## src/rtl/updown_pkg.sv

```systemverilog
// Shared FSM encoding and default timing values for the up/down button conditioner.
package updown_pkg;

  typedef enum logic [1:0] {
    ST_IDLE   = 2'd0,
    ST_HOLD   = 2'd1,
    ST_REPEAT = 2'd2
  } btn_state_e;

  localparam int unsigned DEF_DEBOUNCE_CYCLES = 32'd4;
  localparam int unsigned DEF_HOLD_CYCLES     = 32'd16;
  localparam int unsigned DEF_REPEAT_CYCLES   = 32'd8;
  localparam bit          DEF_REPEAT_EN       = 1'b1;

  localparam int unsigned DB_CNT_W  = 32'd8;
  localparam int unsigned TMR_CNT_W = 32'd16;

endpackage

```

## src/rtl/btn_debounce.sv

```systemverilog
// One button lane: 2-flop synchronizer, debouncer and press/hold/repeat FSM.
// req_o is a registered one-cycle request; the top registers it once more.
module btn_debounce
  import updown_pkg::*;
#(
  parameter int unsigned DEBOUNCE_CYCLES = DEF_DEBOUNCE_CYCLES,
  parameter int unsigned HOLD_CYCLES     = DEF_HOLD_CYCLES,
  parameter int unsigned REPEAT_CYCLES   = DEF_REPEAT_CYCLES,
  parameter bit          REPEAT_EN       = DEF_REPEAT_EN
) (
  input  logic clk,
  input  logic rst_n,
  input  logic btn_i,
  output logic req_o
);

  localparam logic [DB_CNT_W-1:0]  DB_LAST   = DB_CNT_W'(DEBOUNCE_CYCLES - 32'd1);
  localparam logic [TMR_CNT_W-1:0] HOLD_LAST = TMR_CNT_W'(HOLD_CYCLES - 32'd1);
  localparam logic [TMR_CNT_W-1:0] RPT_LAST  = TMR_CNT_W'(REPEAT_CYCLES - 32'd1);

  logic [1:0]           sync_q;
  logic                 level_q, level_d;
  logic [DB_CNT_W-1:0]  db_cnt_q, db_cnt_d;
  logic                 rise_s, fall_s;
  btn_state_e           state_q;
  logic [TMR_CNT_W-1:0] tmr_q;
  logic                 req_q;

  // Debounce run counter; the level flips on the cycle the run reaches DEBOUNCE_CYCLES.
  always_comb begin
    level_d  = level_q;
    db_cnt_d = '0;
    if (sync_q[1] != level_q) begin
      if (db_cnt_q == DB_LAST) begin
        level_d  = sync_q[1];
        db_cnt_d = '0;
      end else begin
        db_cnt_d = db_cnt_q + DB_CNT_W'(1);
      end
    end else begin
      db_cnt_d = '0;
    end
  end

  assign rise_s = level_d & ~level_q;
  assign fall_s = ~level_d & level_q;

  // Synchronizer and debounced level registers.
  always_ff @(posedge clk or negedge rst_n) begin
    if (!rst_n) begin
      sync_q   <= 2'b00;
      level_q  <= 1'b0;
      db_cnt_q <= '0;
    end else begin
      sync_q   <= {sync_q[0], btn_i};
      level_q  <= level_d;
      db_cnt_q <= db_cnt_d;
    end
  end

  // Press FSM reacts to the level edge as it is accepted, so req_q lines up with level_q.
  always_ff @(posedge clk or negedge rst_n) begin
    if (!rst_n) begin
      state_q <= ST_IDLE;
      tmr_q   <= '0;
      req_q   <= 1'b0;
    end else begin
      req_q <= 1'b0;
      case (state_q)
        ST_IDLE: begin
          tmr_q <= '0;
          if (rise_s) begin
            state_q <= ST_HOLD;
            req_q   <= 1'b1;
          end else begin
            state_q <= ST_IDLE;
          end
        end
        ST_HOLD: begin
          if (fall_s) begin
            state_q <= ST_IDLE;
            tmr_q   <= '0;
          end else if (tmr_q == HOLD_LAST) begin
            if (REPEAT_EN) begin
              state_q <= ST_REPEAT;
              tmr_q   <= '0;
              req_q   <= 1'b1;
            end else begin
              tmr_q <= tmr_q;
            end
          end else begin
            tmr_q <= tmr_q + TMR_CNT_W'(1);
          end
        end
        ST_REPEAT: begin
          if (fall_s) begin
            state_q <= ST_IDLE;
            tmr_q   <= '0;
          end else if (tmr_q == RPT_LAST) begin
            tmr_q <= '0;
            req_q <= 1'b1;
          end else begin
            tmr_q <= tmr_q + TMR_CNT_W'(1);
          end
        end
        default: begin
          state_q <= ST_IDLE;
          tmr_q   <= '0;
        end
      endcase
    end
  end

  assign req_o = req_q;

endmodule

```

## src/rtl/updown_btn_conditioner.sv

```systemverilog
// Conditions two raw buttons into one-cycle up/down counter pulses.
// Simultaneous requests are suppressed and reported on conflict.
module updown_btn_conditioner
  import updown_pkg::*;
#(
  parameter int unsigned DEBOUNCE_CYCLES = DEF_DEBOUNCE_CYCLES,
  parameter int unsigned HOLD_CYCLES     = DEF_HOLD_CYCLES,
  parameter int unsigned REPEAT_CYCLES   = DEF_REPEAT_CYCLES,
  parameter bit          REPEAT_EN       = DEF_REPEAT_EN
) (
  input  logic clk,
  input  logic reset,
  input  logic btn_up,
  input  logic btn_down,
  output logic up,
  output logic down,
  output logic conflict
);

  logic up_req_s, down_req_s;
  logic up_d, down_d, conflict_d;
  logic up_q, down_q, conflict_q;

  btn_debounce #(
    .DEBOUNCE_CYCLES(DEBOUNCE_CYCLES),
    .HOLD_CYCLES    (HOLD_CYCLES),
    .REPEAT_CYCLES  (REPEAT_CYCLES),
    .REPEAT_EN      (REPEAT_EN)
  ) u_up (
    .clk  (clk),
    .rst_n(reset),
    .btn_i(btn_up),
    .req_o(up_req_s)
  );

  btn_debounce #(
    .DEBOUNCE_CYCLES(DEBOUNCE_CYCLES),
    .HOLD_CYCLES    (HOLD_CYCLES),
    .REPEAT_CYCLES  (REPEAT_CYCLES),
    .REPEAT_EN      (REPEAT_EN)
  ) u_down (
    .clk  (clk),
    .rst_n(reset),
    .btn_i(btn_down),
    .req_o(down_req_s)
  );

  // Arbitration: a same-cycle pair is dropped and flagged instead of counted.
  always_comb begin
    up_d       = 1'b0;
    down_d     = 1'b0;
    conflict_d = 1'b0;
    if (up_req_s && down_req_s) begin
      conflict_d = 1'b1;
    end else begin
      up_d   = up_req_s;
      down_d = down_req_s;
    end
  end

  // Output registers.
  always_ff @(posedge clk or negedge reset) begin
    if (!reset) begin
      up_q       <= 1'b0;
      down_q     <= 1'b0;
      conflict_q <= 1'b0;
    end else begin
      up_q       <= up_d;
      down_q     <= down_d;
      conflict_q <= conflict_d;
    end
  end

  assign up       = up_q;
  assign down     = down_q;
  assign conflict = conflict_q;

endmodule

```

## config.mk

```make
export PLATFORM = sky130hd
export DESIGN_NAME = updown_btn_conditioner
export DESIGN_NICKNAME = d
export VERILOG_FILES = /design/src/rtl/updown_pkg.sv /design/src/rtl/btn_debounce.sv /design/src/rtl/updown_btn_conditioner.sv
export SDC_FILE = /design/constraint.sdc
export NUM_CORES = 1
export LEC_CHECK = 0
export BUFFER_PORTS_ARGS = -buffer_cell sky130_fd_sc_hd__buf_2
export CORE_MARGIN = 1.5
export CORE_UTILIZATION = 40
export CTS_BUF_LIST = sky130_fd_sc_hd__clkbuf_16
export DETAILED_ROUTE_END_ITERATION = 7
export PLACE_DENSITY = 0.6
export SKIP_CTS_REPAIR_TIMING = 1
export SLEW_MARGIN = 5
export SYNTH_ARGS = -nofsm -noshare
export SYNTH_HDL_FRONTEND = slang
export SYNTH_SLANG_ARGS = --single-unit
export TNS_END_PERCENT = 100
```

## constraint.sdc

```tcl
create_clock -name clk -period 2.2 [get_ports clk]
set_clock_uncertainty 0.15 [all_clocks]
set_input_delay 0.22 -clock clk [delete_from_list [all_inputs] [get_ports clk]]
set_output_delay 0.22 -clock clk [all_outputs]
set_load 0.02 [all_outputs]
```

==> impl_summary.md <==
Setup path
STA puts the critical path data required time at 2.24 ns. STA puts the critical path data arrival time at 2.16 ns. STA classifies the critical path startpoint as a register.

The element type at the critical path end is a register. The worst setup path is of the reg -> reg kind. The largest fanout on the critical path is 8.

Floorplan
For this configuration, the core starts out at a cell density of 0.4163. The region available for standard cell placement spans roughly 0.0073 mm^2. The top-level I/O count is 7. The die is around 90 um tall. The floorplan step defined a die boundary enclosing 0.008162 mm^2.

Measured along the x axis, the die boundary spans between 90 and 100 um. The standard-cell row count is 31.

STA
Of the available clock period, the critical path in the final layout requires 0.9651. The final critical-path required period is around 2.1 ns. Setup violations remaining at the end of the flow were counted as 0. The post-layout worst setup margin is a little under 0.08 ns. For the final routed database, the setup TNS stands at 0 ns. The worst pin sits at a relative slew slack of 0.7048. The hold violation count in the final report was 0. At the pin with the least slew margin, the transition time is 0.4428 ns. The final number of max-transition violations came to 0. Setup repair after global routing left no endpoint under its margin. The timing-limited maximum frequency is 0.4710 GHz. The post-route worst hold slack is 0.1954 ns.

Clock network
The CTS tree is built. The number of clock sinks is 63. The buffer cell driving the clock tree root is sky130_fd_sc_hd__clkbuf_16. At the later pin of the worst-skew pair, clock insertion delay measures 0.32 ns. Clock tree synthesis inserted a total of 9 buffers. The clock passes through at most 2 buffers. The clock slew at the register clock pins of the worst setup and hold paths is 0.05 ns. The H-tree was split into 3 levels.

Global route
The initial antenna violation count was 0. The met1 routing resource usage after global routing is 0.1830. After global routing, the most crowded layer is met2. The met3 track demand over resource is 0.04040.

The global route total overflow is 0. The first global-routing pass estimated roughly 10000 um of wire. Entering global routing, the biggest net connects 64 pins. In the global route stage, overall resource usage came out at 0.1467. In the global route stage, met2 resource usage came out at 0.2405. The via count of the first global-routing pass came to 2228.

Placed design
In this run the cell area measured after placement is 0.003312 mm^2. After detailed placement, the design holds a cell count of 413. The weighted congestion reported at the end of routability-driven placement is 0.7691. Detailed placement finished with a half-perimeter wire length of 3544 um.

The worst setup slack before clock tree synthesis is 0.02182 ns. The total of buffers placed on input and output ports is 6.

Detailed routing
The count of TritonRoute iterations in the first routing pass is 4. For this run, design rule violations remaining after detail routing come to 0. The routed length per instance is 12.56 um. After detailed routing, the number of vias per cell comes to between 5 and 6. The final layout contains routed wiring with a total length of approximately 5400 um.

In this run the remaining antenna-violating nets after routing total 0. The via count is around 2200. In this run, the number of DRC markers left after iteration 0 of detailed routing was 68.

Layout
The net count of the finished layout is 345. The number of antenna diodes in the final layout is 0. With fillers left out, the area of the finished cells amounts to 0.003638 mm^2. The top cell types in the final layout, fill and taps aside, are 63 x sky130_fd_sc_hd__dfrtp_1, 49 x sky130_fd_sc_hd__nor2_1, 24 x sky130_fd_sc_hd__xnor2_1.

Once layout is complete, the cells apart from fillers number 433. The fraction of final layout cells sized beyond drive strength 1 is 0.1407. Compared with the post-synthesis result, the final layout area differs by 19.23%. The post-route core utilization is 0.4963. Leaving out fill and tap cells, the most frequent cell in the layout is sky130_fd_sc_hd__dfrtp_1.

Min path
The worst hold-check path type is reg -> reg.

Yosys
The combined area of all synthesized cells is 0.003052 mm^2. Yosys mapped the design onto 31 distinct sky130hd cell types. The net count after synthesis is 311. In the synthesized netlist, the number of instances is 295. The count of state elements after synthesis is 63.

The Yosys step of the flow raised 0 warnings. After synthesis, the mean cell area works out to 10.34 um^2. The portion of the post-synthesis area used by sequential elements is 0.5166.

Pwr
Power spread over the standard cell area amounts to 795.8 mW/mm^2. The overall power after layout is 2.896 mW. The worst-case IR drop observed on VDD is 471.2 uV.

The total leakage power is 1.556 nW.

Flow run
Across the run, the number of max-cap violations was 0.

Run status
The flow ran to the end, and the final reports show no timing, DRC or antenna violations.
==> cell type report <==
type	count	area, um^2
Clock buffer	9	225.2
Clock inverter	7	56.30
Fill cell	653	3692
Inverter	12	45.04
Multi-Input combinational cell	219	1426
Sequential cell	63	1577
Tap cell	99	123.9
Timing Repair Buffer	24	185.2
==> metal layers <==
metal,vias to the layer above,wire (um)
met3,11,162
met2,30,2513
li1,1098,-
met1,1049,2656
met4,0,108
met5,-,0
==> critical path, cell delays in order (launching register included) <==
cell                        delay, ns
sky130_fd_sc_hd__dfrtp_1         0.36
sky130_fd_sc_hd__ha_1            0.17
sky130_fd_sc_hd__or3b_2          0.46
sky130_fd_sc_hd__or4b_4          0.56
sky130_fd_sc_hd__o2111ai_2       0.20
sky130_fd_sc_hd__nor2_1          0.10
==> final timing paths <==
| check | from | end | slack, ns | cells past startpoint |
|---|---|---|---|---|
| max | u_up.db_cnt_q[1] | u_up.tmr_q[9] | 0.08 | 5 |
| min | u_up.sync_q[0] | u_up.sync_q[1] | 0.20 | 0 |
| max reg2reg | u_up.db_cnt_q[1] | u_up.tmr_q[9] | 0.08 | 5 |
| min reg2reg | u_up.sync_q[0] | u_up.sync_q[1] | 0.20 | 0 |
| max in group asynchronous | reset | u_down.tmr_q[7] | 1.34 | 3 |
| min in group asynchronous | reset | u_up.tmr_q[8] | 0.29 | 3 |
==> where the power goes <==
part	internal [mW]	total [mW]	switching [mW]
registers	1.23	1.30	0.0631
clock network	0.855	1.32	0.469
logic	0.124	0.276	0.152
total	2.21	2.90	0.685
==> Yosys cell counts <==
cell | number | area (um^2)
sky130_fd_sc_hd__dfrtp_1 | 63 | 1577
sky130_fd_sc_hd__nor2_1 | 49 | 183.9
sky130_fd_sc_hd__xnor2_1 | 24 | 210.2
sky130_fd_sc_hd__nand2_1 | 18 | 67.56
sky130_fd_sc_hd__nand3_1 | 17 | 85.08
sky130_fd_sc_hd__xor2_1 | 14 | 122.6
sky130_fd_sc_hd__nor4_1 | 13 | 81.33
sky130_fd_sc_hd__ha_1 | 12 | 150.1
sky130_fd_sc_hd__inv_1 | 12 | 45.04
sky130_fd_sc_hd__nor3_1 | 8 | 40.04
sky130_fd_sc_hd__nand4_1 | 7 | 43.79
sky130_fd_sc_hd__or2_2 | 7 | 43.79
sky130_fd_sc_hd__a21oi_1 | 6 | 30.03
sky130_fd_sc_hd__and3_1 | 6 | 37.54
sky130_fd_sc_hd__or3_1 | 6 | 37.54
sky130_fd_sc_hd__mux2i_1 | 4 | 40.04
sky130_fd_sc_hd__o31ai_1 | 4 | 30.03
sky130_fd_sc_hd__and2_1 | 3 | 18.77
sky130_fd_sc_hd__nor2b_1 | 3 | 18.77
sky130_fd_sc_hd__or4_1 | 3 | 22.52
sky130_fd_sc_hd__mux2_2 | 2 | 22.52
sky130_fd_sc_hd__o211a_1 | 2 | 20.02
sky130_fd_sc_hd__o21ai_0 | 2 | 10.01
sky130_fd_sc_hd__o22a_1 | 2 | 17.52
sky130_fd_sc_hd__or4b_2 | 2 | 20.02
sky130_fd_sc_hd__buf_8 | 1 | 15.01
sky130_fd_sc_hd__clkbuf_1 | 1 | 3.750
sky130_fd_sc_hd__o2111ai_1 | 1 | 8.760
sky130_fd_sc_hd__o2111ai_4 | 1 | 26.28
sky130_fd_sc_hd__or3b_2 | 1 | 8.760
sky130_fd_sc_hd__or4b_4 | 1 | 13.76
==> logic make-up after synthesis <==
| logic type | count (synthesis) | synth area share |
|---|---|---|
| muxes | 6 | 0.02050 |
| adders and majority gates | 12 | 0.04920 |
| xor gates and xnor gates | 38 | 0.1091 |
| AOI/OAI and AO/OA | 18 | 0.04674 |
| and+or+nand+nor | 144 | 0.2370 |
| DFF | 63 | 0.5166 |
| buffers and inverters | 14 | 0.02091 |
==> registers in the layout (all words and copies together) (netlist names) <==
register,count
u_down.tmr_q,16
u_up.tmr_q,16
u_down.db_cnt_q,8
u_up.db_cnt_q,8
u_down.state_q,2
u_down.sync_q,2
u_up.state_q,2
u_up.sync_q,2
conflict,1
down,1
u_down.level_q,1
u_down.req_o,1
u_up.level_q,1
u_up.req_o,1
up,1
No activity file was read; power rests on OpenSTA's default activity.
